## config.mk

```make
export PLATFORM = sky130hd
export DESIGN_NAME = span_pixel_writer_flat
export DESIGN_NICKNAME = d
export VERILOG_FILES = /design/src/rtl/span_pixel_writer_if.sv /design/src/rtl/span_pixel_writer.sv /design/src/flat_wrapper.sv
export SDC_FILE = /design/constraint.sdc
export NUM_CORES = 1
export LEC_CHECK = 0
export CORE_UTILIZATION = 58
export CTS_BUF_LIST = sky130_fd_sc_hd__clkbuf_8
export DETAILED_ROUTE_END_ITERATION = 10
export MAX_ROUTING_LAYER = met4
export PLACE_DENSITY = 0.83
export SYNTH_ARGS = -nofsm -noshare
export SYNTH_HDL_FRONTEND = slang
export SYNTH_SLANG_ARGS = --single-unit
```

## constraint.sdc

```tcl
create_clock -name clk -period 5.9 [get_ports clk]
set_clock_uncertainty 0.1 [all_clocks]
set_input_delay 0.59 -clock clk [delete_from_list [all_inputs] [get_ports clk]]
set_output_delay 0.59 -clock clk [all_outputs]
set_load 0.05 [all_outputs]
```

## src/rtl/span_pixel_writer_if.sv

```systemverilog
// rtl/span_pixel_writer_if.sv - span pixel stream and framebuffer write port bundle
//
// Purpose: groups the span control, pixel stream and masked memory write
// signals of span_pixel_writer.
// Modports:
//   master - span/pixel source and memory side: drives start, y, colr, x,
//            valid, flush, mem_ready; observes oe, busy, done, mem_*.
//   slave  - span_pixel_writer itself.
interface span_pixel_writer_if #(
    parameter int CORDW = 16,
    parameter int WORD  = 32,
    parameter int BPP   = 4,
    parameter int ADDRW = 16
);
    localparam int PPW = WORD / BPP;

    logic                    start;
    logic signed [CORDW-1:0] y;
    logic [BPP-1:0]          colr;
    logic signed [CORDW-1:0] x;
    logic                    valid;
    logic                    flush;
    logic                    oe;
    logic                    busy;
    logic                    done;
    logic [ADDRW-1:0]        mem_addr;
    logic [WORD-1:0]         mem_data;
    logic [PPW-1:0]          mem_mask;
    logic                    mem_valid;
    logic                    mem_ready;

    modport master (
        output start, y, colr, x, valid, flush, mem_ready,
        input  oe, busy, done, mem_addr, mem_data, mem_mask, mem_valid
    );

    modport slave (
        input  start, y, colr, x, valid, flush, mem_ready,
        output oe, busy, done, mem_addr, mem_data, mem_mask, mem_valid
    );
endinterface

```

## src/rtl/span_pixel_writer.sv

```systemverilog
// rtl/span_pixel_writer.sv - packs span pixels into masked framebuffer word writes
//
// Purpose: consumes one x per handshake on a latched row/colour, gathers
// pixels of the same framebuffer word into an accumulator with a per-pixel
// mask, and issues masked word writes whenever the word index changes or the
// span is flushed.
// Ports:
//   clk, rst - clock, synchronous active-high reset
//   bus      - span_pixel_writer_if.slave: start/y/colr span control,
//              x/valid/oe pixel stream, flush end-of-span, busy/done status,
//              mem_addr/mem_data/mem_mask/mem_valid/mem_ready write port
module span_pixel_writer #(
    parameter int CORDW     = 16,
    parameter int WORD      = 32,
    parameter int BPP       = 4,
    parameter int FB_WIDTH  = 640,
    parameter int FB_HEIGHT = 480,
    parameter int ADDRW     = 16
) (
    input  logic clk,
    input  logic rst,
    span_pixel_writer_if.slave bus
);
    localparam int PPW   = WORD / BPP;
    localparam int SLOTW = $clog2(PPW);
    localparam int WPL   = FB_WIDTH / PPW;

    typedef enum logic [1:0] {IDLE, ACCUM, WRITE} state_t;

    state_t                  state, state_next;
    logic signed [CORDW-1:0] y_r;
    logic [BPP-1:0]          colr_r;
    logic [ADDRW-1:0]        acc_idx;
    logic [PPW-1:0]          acc_mask;
    logic [WORD-1:0]         acc_data;
    logic                    flush_pend;
    logic                    final_r;

    logic                    in_range;
    logic                    pix_ok;
    logic                    wchg;
    logic                    issue_final;
    logic [SLOTW-1:0]        slot;
    logic [ADDRW-1:0]        pix_idx;
    logic [PPW-1:0]          pix_mask;
    logic [WORD-1:0]         pix_data;
    logic [WORD-1:0]         pix_clr;
    logic [ADDRW-1:0]        merge_idx;
    logic [PPW-1:0]          merge_mask;
    logic [WORD-1:0]         merge_data;

    assign bus.oe = (state == ACCUM);

    // Sign bits are tested first so the upper-bound compares only see
    // non-negative values.
    assign in_range = !bus.x[CORDW-1] && (bus.x < CORDW'(FB_WIDTH)) &&
                      !y_r[CORDW-1]   && (y_r   < CORDW'(FB_HEIGHT));

    assign slot     = bus.x[SLOTW-1:0];
    assign pix_idx  = ADDRW'(y_r) * ADDRW'(WPL) + ADDRW'(bus.x[CORDW-1:SLOTW]);
    assign pix_mask = PPW'(1) << slot;
    assign pix_data = WORD'(colr_r) << (slot * BPP);
    assign pix_clr  = WORD'({BPP{1'b1}}) << (slot * BPP);

    assign pix_ok = bus.oe && bus.valid && in_range;
    // An index change with a non-empty accumulator forces the old word out.
    assign wchg   = pix_ok && (acc_mask != '0) && (pix_idx != acc_idx);

    // Accumulator contents after merging this cycle's pixel (no word change).
    assign merge_idx  = pix_ok ? pix_idx : acc_idx;
    assign merge_mask = pix_ok ? (acc_mask | pix_mask) : acc_mask;
    assign merge_data = pix_ok ? ((acc_data & ~pix_clr) | pix_data) : acc_data;

    always_comb begin
        state_next  = state;
        issue_final = 1'b0;
        case (state)
            IDLE: begin
                if (bus.start) state_next = ACCUM;
            end
            ACCUM: begin
                if (wchg) begin
                    state_next = WRITE;
                end else if (bus.flush) begin
                    if (merge_mask != '0) begin
                        state_next  = WRITE;
                        issue_final = 1'b1;
                    end else begin
                        state_next = IDLE;
                    end
                end
            end
            WRITE: begin
                if (bus.mem_ready) begin
                    if (final_r)         state_next = IDLE;
                    else if (flush_pend) state_next = WRITE;
                    else                 state_next = ACCUM;
                end
            end
            default: state_next = IDLE;
        endcase
    end

    always_ff @(posedge clk) begin
        if (rst) begin
            state         <= IDLE;
            y_r           <= '0;
            colr_r        <= '0;
            acc_idx       <= '0;
            acc_mask      <= '0;
            acc_data      <= '0;
            flush_pend    <= 1'b0;
            final_r       <= 1'b0;
            bus.busy      <= 1'b0;
            bus.done      <= 1'b0;
            bus.mem_valid <= 1'b0;
            bus.mem_addr  <= '0;
            bus.mem_data  <= '0;
            bus.mem_mask  <= '0;
        end else begin
            state <= state_next;
            case (state)
                IDLE: begin
                    bus.done <= 1'b0;
                    if (bus.start) begin
                        y_r        <= bus.y;
                        colr_r     <= bus.colr;
                        acc_mask   <= '0;
                        acc_data   <= '0;
                        flush_pend <= 1'b0;
                        final_r    <= 1'b0;
                        bus.busy   <= 1'b1;
                    end
                end
                ACCUM: begin
                    if (wchg) begin
                        bus.mem_addr  <= acc_idx;
                        bus.mem_data  <= acc_data;
                        bus.mem_mask  <= acc_mask;
                        bus.mem_valid <= 1'b1;
                        acc_idx       <= pix_idx;
                        acc_mask      <= pix_mask;
                        acc_data      <= pix_data;
                        // The reloaded pixel still has to go out after this write.
                        flush_pend    <= bus.flush;
                        final_r       <= 1'b0;
                    end else begin
                        acc_idx  <= merge_idx;
                        acc_mask <= merge_mask;
                        acc_data <= merge_data;
                        if (issue_final) begin
                            bus.mem_addr  <= merge_idx;
                            bus.mem_data  <= merge_data;
                            bus.mem_mask  <= merge_mask;
                            bus.mem_valid <= 1'b1;
                            flush_pend    <= 1'b0;
                            final_r       <= 1'b1;
                        end else if (bus.flush) begin
                            bus.busy <= 1'b0;
                            bus.done <= 1'b1;
                        end
                    end
                end
                WRITE: begin
                    if (bus.mem_ready) begin
                        bus.mem_valid <= 1'b0;
                        if (final_r) begin
                            bus.busy <= 1'b0;
                            bus.done <= 1'b1;
                            acc_mask <= '0;
                            final_r  <= 1'b0;
                        end else if (flush_pend) begin
                            // Back-to-back: present the leftover word next cycle.
                            bus.mem_addr  <= acc_idx;
                            bus.mem_data  <= acc_data;
                            bus.mem_mask  <= acc_mask;
                            bus.mem_valid <= 1'b1;
                            final_r       <= 1'b1;
                            flush_pend    <= 1'b0;
                        end
                    end
                end
                default: ;
            endcase
        end
    end
endmodule

```

## src/flat_wrapper.sv

```systemverilog
// flat-port wrapper written by rule: the top's interface ports become plain ports
module span_pixel_writer_flat 
#(
    parameter int CORDW     = 16,
    parameter int WORD      = 32,
    parameter int BPP       = 4,
    parameter int FB_WIDTH  = 640,
    parameter int FB_HEIGHT = 480,
    parameter int ADDRW     = 16
)
  (clk, rst, bus_start, bus_y, bus_colr, bus_x, bus_valid, bus_flush, bus_mem_ready, bus_oe, bus_busy, bus_done, bus_mem_addr, bus_mem_data, bus_mem_mask, bus_mem_valid);
  span_pixel_writer_if #(.CORDW(CORDW), .WORD(WORD), .BPP(BPP), .ADDRW(ADDRW)) bus_i ();
  input  logic clk;
  input  logic rst;
  input wire logic [$bits(bus_i.start)-1:0] bus_start;
  input wire logic [$bits(bus_i.y)-1:0] bus_y;
  input wire logic [$bits(bus_i.colr)-1:0] bus_colr;
  input wire logic [$bits(bus_i.x)-1:0] bus_x;
  input wire logic [$bits(bus_i.valid)-1:0] bus_valid;
  input wire logic [$bits(bus_i.flush)-1:0] bus_flush;
  input wire logic [$bits(bus_i.mem_ready)-1:0] bus_mem_ready;
  output wire logic [$bits(bus_i.oe)-1:0] bus_oe;
  output wire logic [$bits(bus_i.busy)-1:0] bus_busy;
  output wire logic [$bits(bus_i.done)-1:0] bus_done;
  output wire logic [$bits(bus_i.mem_addr)-1:0] bus_mem_addr;
  output wire logic [$bits(bus_i.mem_data)-1:0] bus_mem_data;
  output wire logic [$bits(bus_i.mem_mask)-1:0] bus_mem_mask;
  output wire logic [$bits(bus_i.mem_valid)-1:0] bus_mem_valid;
  assign bus_i.start = bus_start;
  assign bus_i.y = bus_y;
  assign bus_i.colr = bus_colr;
  assign bus_i.x = bus_x;
  assign bus_i.valid = bus_valid;
  assign bus_i.flush = bus_flush;
  assign bus_i.mem_ready = bus_mem_ready;
  assign bus_oe = bus_i.oe;
  assign bus_busy = bus_i.busy;
  assign bus_done = bus_i.done;
  assign bus_mem_addr = bus_i.mem_addr;
  assign bus_mem_data = bus_i.mem_data;
  assign bus_mem_mask = bus_i.mem_mask;
  assign bus_mem_valid = bus_i.mem_valid;
  span_pixel_writer #(.CORDW(CORDW), .WORD(WORD), .BPP(BPP), .FB_WIDTH(FB_WIDTH), .FB_HEIGHT(FB_HEIGHT), .ADDRW(ADDRW)) u_core (.clk(clk), .rst(rst), .bus(bus_i));
endmodule
```

==> impl_metrics.py, run 1 <==
metrics = {
    "outcome": {
        "outcome": "finished, final reports clean",
    },
    "grt": {
        "grt.overflow.total": 0,
        "grt_util_all_layers_pct": 31.91,
        "grt_pass1_vias": 7021,
        "grt_antenna_before_repair": 0,
        "grt_pass1_wl_mm": 34.88,
        "grt_max_degree": 66,
    },
    "yosys": {
        "ys_ff_latch": 139,
        "synth.top_cells.by_area": "dfxtp_1, a21oi_1, nand2_1, ha_1, a211oi_1",
        "post_synth_edffs": 0,
        "synth.top_cells.by_count": "a21oi_1, nand2_1, dfxtp_1, a31oi_1, a211oi_1",
        "ys_types": 72,
        "library_cell_with_the_largest_summed_area_after_synthesis": "dfxtp_1",
        "synth_async_sr_flop_share_pct": 0,
        "syn_warnings": 0,
        "synth_most_common_cell": "a21oi_1",
        "synth_fp_nets": 1032,
        "synth.cell_area_um2": 7858,
        "syn_inst": 958,
        "synth-seq-area-share_pct": 35.41,
        "synth.top_cell.area_share_pct": 35.41,
        "syn-mean-instance-area_um2": 8.202,
        "synth_flop_cell": "dfxtp_1",
    },
    "floorplanning": {
        "initial_core_util_pct": 59.33,
        "num_rows": 42,
        "num_io_pins": 102,
        "die_h_um": 118.4,
        "design.core.area_um2": 13240,
        "design.die.area_um2": 14020,
        "die_width_um": 118.4,
    },
    "setup_path": {
        "ff2ff_path_depth": 17,
        "worst_path_max_delay_cell": "or4_1",
        "worst-setup-path-type": "reg -> reg",
        "critical_path_sink_type": "flip-flop",
        "slowest_delay_ns": 0.52,
        "r2r_slack_ns": 0.58,
        "worst-endpoint-required_ns": 6.18,
        "reg2reg_from": "u_core.y_r[1]",
        "r2r-end": "u_core.bus.mem_mask[6]",
        "critPathMaxFanout": 30,
        "critical_path_s_most_frequent_cell": "ha_1",
        "crit_chain": "ha_1, ha_1, fa_1, a21oi_1, o21ai_0, o21a_1, ha_1, a21oi_1, o21ai_0, o21a_1, or4_1, nor4b_2, nand4b_1, o21ai_2, nor3_4, buf_4, a211oi_1",
        "critPathArrivalTime_ns": 5.60,
        "start_kind": "flip-flop",
    },
    "sta": {
        "timing.final.crit_period_ns": 5.323,
        "final.period_utilization_pct": 90.23,
        "tightestPinTransition_ns": 1.184,
        "final-setup-viol-count": 0,
        "slew_headroom_pct": 20.89,
        "setup_total_negative_slack_ns": 0,
        "rsz0062_at_grt": "false",
        "final_hold_viol_count": 0,
        "timing_max_transition_violations_final": 0,
        "max_clock_freq_mhz": 187.9,
    },
    "power_and_ir_drop": {
        "max-vdd-ir-drop_mv": 0.1473,
        "power.density_cell_area_nw_per_um2": 310.6,
        "total_power_mw": 2.892,
        "power.static_leakage_nw": 3.229,
    },
    "final_layout": {
        "diodes": 0,
        "layout-area-overhead-vs-synth_pct": 18.50,
        "design.final.nets": 1094,
        "fraction_of_layout_instances_using_a_drive_strength_above_1_pct": 8.228,
        "fin_cells": 1209,
        "final_design_area_no_fill_um2": 9311,
        "fillers": 1100,
    },
    "min_path": {
        "hp-start": "u_core.y_r[14]",
        "worst_hold_path_type": "reg -> reg",
        "hold-path-endpoint": "u_core.y_r[14]",
        "worst_hold_path.num_cells": 2,
    },
    "routing": {
        "route.detailed.drc": 0,
        "postRouteAntennaNets": 0,
        "finalWirelength_mm": 21.32,
        "firstDrtPassIters": 6,
        "drt_iter0_drc": 688,
        "route.vias.total": 7616,
        "route.detailed.vias_per_inst": 6.299,
        "wire_per_inst_um": 17.63,
    },
    "clocking": {
        "clock_tree.buffer_depth": 2,
        "clkSinkCount": 139,
        "clk_pin_slew_ns": 0.08,
        "post_cts.repair.setup_buffers": 0,
        "ctsHoldBuffers": 0,
        "worst_skew_pair.late_latency_ns": 0.47,
        "cts_tree": "built",
        "cts_buffers": 17,
        "number_of_h_tree_levels": 4,
        "clockRootBuffer": "clkbuf_8",
        "post_cts_resized": 0,
    },
    "placed_design": {
        "gp_routability_congestion": 0.9305,
        "placement.cell_area_um2": 8840,
        "dp_cells": 1177,
        "dp.final_hpwl_mm": 14.66,
        "port_buffers": 101,
    },
    "job": {
        "drv_cap": 0,
    },
}
-- per-layer routing --
metal	track usage, %	routed length (um)	vias up
li1	-	-	3688
met4	12.82	532	0
met2	51.21	10210	337
met5	-	0	-
met1	39.33	9045	3538
met3	6.467	1525	53
-- layout make-up --
type / count / area, um^2 / area share, %
timing repair buffer: 114 / 1119 / 12.01
inverter: 17 / 63.81 / 0.6853
multi-input combinational: 731 / 4654 / 49.99
clock buffer: 19 / 261.5 / 2.808
sequential: 139 / 2783 / 29.88
tap: 176 / 220.2 / 2.365
clock inverter: 13 / 210.2 / 2.257
-- state kept, by name, summed over array words and instances (netlist names) --
signal and cells:
u_core.acc_data 32, u_core.acc_idx 16, u_core.acc_mask 8, u_core.bus.busy 1, u_core.bus.done 1, u_core.bus.mem_addr 16, u_core.bus.mem_data 32, u_core.bus.mem_mask 8
u_core.bus.mem_valid 1, u_core.colr_r 4, u_core.final_r 1, u_core.flush_pend 1, u_core.state 2, u_core.y_r 16
-- through the flow --
| step | util (%) | hold WS, ns | setup slack [ns] |
|---|---|---|---|
| floorplan | - | 0.3322 | 1.393 |
| global placement | 66.75 | 0.3452 | 0.7781 |
| detailed placement | 66.75 | 0.3464 | 0.6663 |
| CTS | 70.31 | 0.3572 | 0.6269 |
| global route | 70.31 | 0.3777 | 0.1989 |
| finish | 70.31 | 0.3572 | 0.5767 |
-- cell families after synthesis --
logic type	count (synthesis)	synth area share, %
AND/OR/NAND/NOR	277	16.07
multiplexers	8	1.115
flip-flops	139	35.41
buffers and inverters	88	5.557
XOR/XNOR	32	4.267
adder cells (fa/ha/maj)	32	5.287
AO/OA/AOI/OAI	382	32.29
-- cells in the final DEF, fill, tap and decap left out, types with 6 or more instances in the layout --
cell type        count
dfxtp_1            139
inv_1               16
a211oi_2             9
nor2_1              41
a211oi_1            47
o21a_1               9
o2bb2ai_1           21
nand2_1            140
nand3_1             26
ha_1                30
a21oi_1            170
or3_1                6
buf_4               13
a31oi_1             50
xnor2_1             16
o21ai_0             20
clkbuf_8            19
clkdlybuf4s50_1    100
xor2_1              12
nor3_1              21
-- worst max-delay path: cells and delay by family, from the launching register on --
kind | cells | cell delay, ns
AOI/OAI and AO/OA | 8 | 1.67
adders and majority gates | 4 | 1.38
buffers and inverters | 1 | 0.34
DFF | 1 | 0.42
and+or+nand+nor | 4 | 1.30
-- report_power, final --
part	internal (mW)	leakage, nW	total (mW)	switching, mW
sequential	1.01	1.13	1.07	0.0551
combinational	0.327	1.87	0.911	0.584
clock	0.528	0.233	0.915	0.387
-- how the worst max path moves through the flow --
stage,end,depth (start not counted),startpoint,slack [ns]
floorplan,u_core.bus.mem_addr[15],18,u_core.y_r[1],1.39
global placement,u_core.bus.mem_addr[0],17,u_core.y_r[1],0.78
detailed placement,u_core.acc_data[30],17,u_core.y_r[1],0.67
CTS,u_core.bus.mem_data[0],17,u_core.y_r[1],0.63
global route,u_core.bus.mem_data[0],17,u_core.y_r[1],0.20
finish,u_core.bus.mem_mask[6],17,u_core.y_r[1],0.58
(Power assumes the default switching activity.)
==> run 2, diff against run 1 <==
- CORE_MARGIN: default -> 5
==> run 2 against run 1 <==
Via count fell by 0.60%. Clock power fell by 17%. Global-route usage fell by 4.3 points. Design area fell by 0.70%. Largest cell class unchanged. Highest routed layer unchanged.
==> impl_metrics.py, run 2 (synthesized netlist as in run 1, its figures left out) <==
metrics = {
    "outcome": {
        "outcome": "finished, final reports clean",
    },
    "clocking": {
        "ctsHoldBuffers": 0,
        "clock_tree.buffer_depth": 2,
        "number_of_h_tree_levels": 4,
        "worst_skew_pair.late_latency_ns": 0.47,
        "post_cts_resized": 0,
        "cts_buffers": 17,
        "clockRootBuffer": "clkbuf_8",
        "cts_tree": "built",
        "clkSinkCount": 139,
        "clk_pin_slew_ns": 0.08,
        "post_cts.repair.setup_buffers": 0,
    },
    "sta": {
        "worst_hold_margin_ns": 0.3602,
        "rsz0062_at_grt": "false",
        "max_clock_freq_mhz": 189.0,
        "final-setup-viol-count": 0,
        "timing_max_transition_violations_final": 0,
        "final.period_utilization_pct": 89.66,
        "timing.final.crit_period_ns": 5.290,
        "final_hold_viol_count": 0,
        "setup_slack_ns": 0.6101,
        "slew_headroom_pct": 42.77,
        "tightestPinTransition_ns": 0.8556,
        "setup_total_negative_slack_ns": 0,
    },
    "floorplanning": {
        "die_width_um": 126.4,
        "design.core.area_um2": 13240,
        "num_io_pins": 102,
        "initial_core_util_pct": 59.33,
        "num_rows": 42,
        "die_h_um": 126.4,
        "design.die.area_um2": 15980,
    },
    "setup_path": {
        "r2r-end": "u_core.bus.mem_data[0]",
        "critical_path_sink_type": "flip-flop",
        "ff2ff_path_depth": 17,
        "worst_path_max_delay_cell": "or4_1",
        "critPathMaxFanout": 34,
        "start_kind": "flip-flop",
        "crit_chain": "ha_1, ha_1, fa_1, a211oi_2, o21a_1, ha_1, a21oi_1, o21ai_0, o21a_1, or4_1, nor4b_2, and4b_1, buf_4, buf_4, a21oi_1, a31oi_1, a211oi_1",
        "critical_path_s_most_frequent_cell": "ha_1",
        "worst-setup-path-type": "reg -> reg",
        "reg2reg_from": "u_core.y_r[1]",
        "worst-endpoint-required_ns": 6.10,
        "slowest_delay_ns": 0.53,
        "critPathArrivalTime_ns": 5.49,
        "r2r_slack_ns": 0.61,
    },
    "min_path": {
        "hp-start": "u_core.y_r[13]",
        "worst_hold_path.num_cells": 2,
        "worst_hold_path_type": "reg -> reg",
        "hold-path-endpoint": "u_core.y_r[13]",
    },
    "grt": {
        "grt.overflow.total": 0,
        "grt_antenna_before_repair": 0,
        "grt_pass1_wl_mm": 35.63,
        "grt_util_all_layers_pct": 27.65,
        "grt_max_degree": 62,
        "grt_pass1_vias": 7236,
    },
    "final_layout": {
        "design.final.nets": 1097,
        "layout-area-overhead-vs-synth_pct": 17.68,
        "top_library_cells_by_usage_in_the_layout_fill_and_taps_aside": "a21oi_1, nand2_1, dfxtp_1, clkdlybuf4s50_1, a31oi_1",
        "diodes": 0,
        "fraction_of_layout_instances_using_a_drive_strength_above_1_pct": 8.205,
        "reg.largest.list": "u_core.acc_data (32), u_core.bus.mem_data (32)",
        "layout.cells.most_common": "a21oi_1",
    },
    "routing": {
        "firstDrtPassIters": 5,
        "route.detailed.vias_per_inst": 6.246,
        "drt_iter0_drc": 598,
        "route.vias.total": 7570,
        "wire_per_inst_um": 17.94,
        "route.detailed.drc": 0,
        "finalWirelength_mm": 21.74,
        "postRouteAntennaNets": 0,
    },
    "power_and_ir_drop": {
        "power.density_cell_area_nw_per_um2": 295.7,
        "power.static_leakage_nw": 3.208,
        "max-vdd-ir-drop_mv": 0.2077,
        "total_power_mw": 2.734,
    },
    "placed_design": {
        "dp.final_hpwl_mm": 15.51,
        "dp_worst_setup_slack_ns": 0.7231,
        "gp_routability_congestion": 0.9698,
        "port_buffers": 101,
    },
    "job": {
        "drv_cap": 0,
    },
}
run 2: cell count changes in the layout (fill, tap and decap cells not counted), sizes merged:
cell | before | now
bufinv | 5 | 1
buf | 14 | 17
clkbuf | 19 | 21
inv | 19 | 21
clkinv | 4 | 3
clkinvlp | 2 | 3
run 2: worst max-delay path, delay by kind of cell (launching register included):
family / cells / cell delay, ns
AO/OA/AOI/OAI: 8 / 1.57
adder cells (fa/ha/maj): 4 / 1.29
AND/OR/NAND/NOR: 3 / 1.13
buffers and inverters: 2 / 0.61
flip-flops: 1 / 0.42
run 2: layout make-up:
class / count / area [um^2]
Timing Repair Buffer: 117 / 1141
Clock inverter: 11 / 95.09
Sequential cell: 139 / 2783
Inverter: 17 / 63.81
Fill cell: 1108 / 3996
Multi-Input combinational cell: 731 / 4654
Clock buffer: 21 / 289.0
Tap cell: 176 / 220.2
run 2: metal layers:
metal	vias to the layer above	wire (um)	track usage, %
met1	3517	9226	33.57
met3	52	1482	5.170
met4	0	520	10.28
li1	3686	-	-
met2	315	10510	45.86
met5	-	0	-
run 2: worst max path at each step:
stage                  start                 endpoint  slack [ns]
2_1_floorplan  u_core.y_r[1]  u_core.bus.mem_addr[15]        1.39
3_3_place_gp   u_core.y_r[1]   u_core.bus.mem_data[0]        0.85
3_5_place_dp   u_core.y_r[1]   u_core.bus.mem_data[3]        0.72
4_1_cts        u_core.y_r[1]   u_core.bus.mem_data[3]        0.69
5_1_grt        u_core.y_r[1]  u_core.bus.mem_data[30]        0.15
6_report       u_core.y_r[1]   u_core.bus.mem_data[0]        0.61
run 2: power by group:
group	total (mW)	internal [mW]	switching (mW)
sequential	1.07	1.01	0.0544
clock	0.755	0.376	0.379
combinational	0.914	0.331	0.583
run 2: metrics by stage:
stage                     util, %  cell area (um^2)  cells
final                       69.82              9246   1212
after global routing        69.82              9246   1212
after CTS                   69.82              9246   1212
after detailed placement    66.92              8862   1180
after global placement      66.92              8862   1180
after floorplan                 -              7858    958
==> run 3, diff against run 2 <==
- CAP_MARGIN: default -> 20
==> results of run 3 <==
The final DEF is identical to that of run 2; final timing and power are the same.
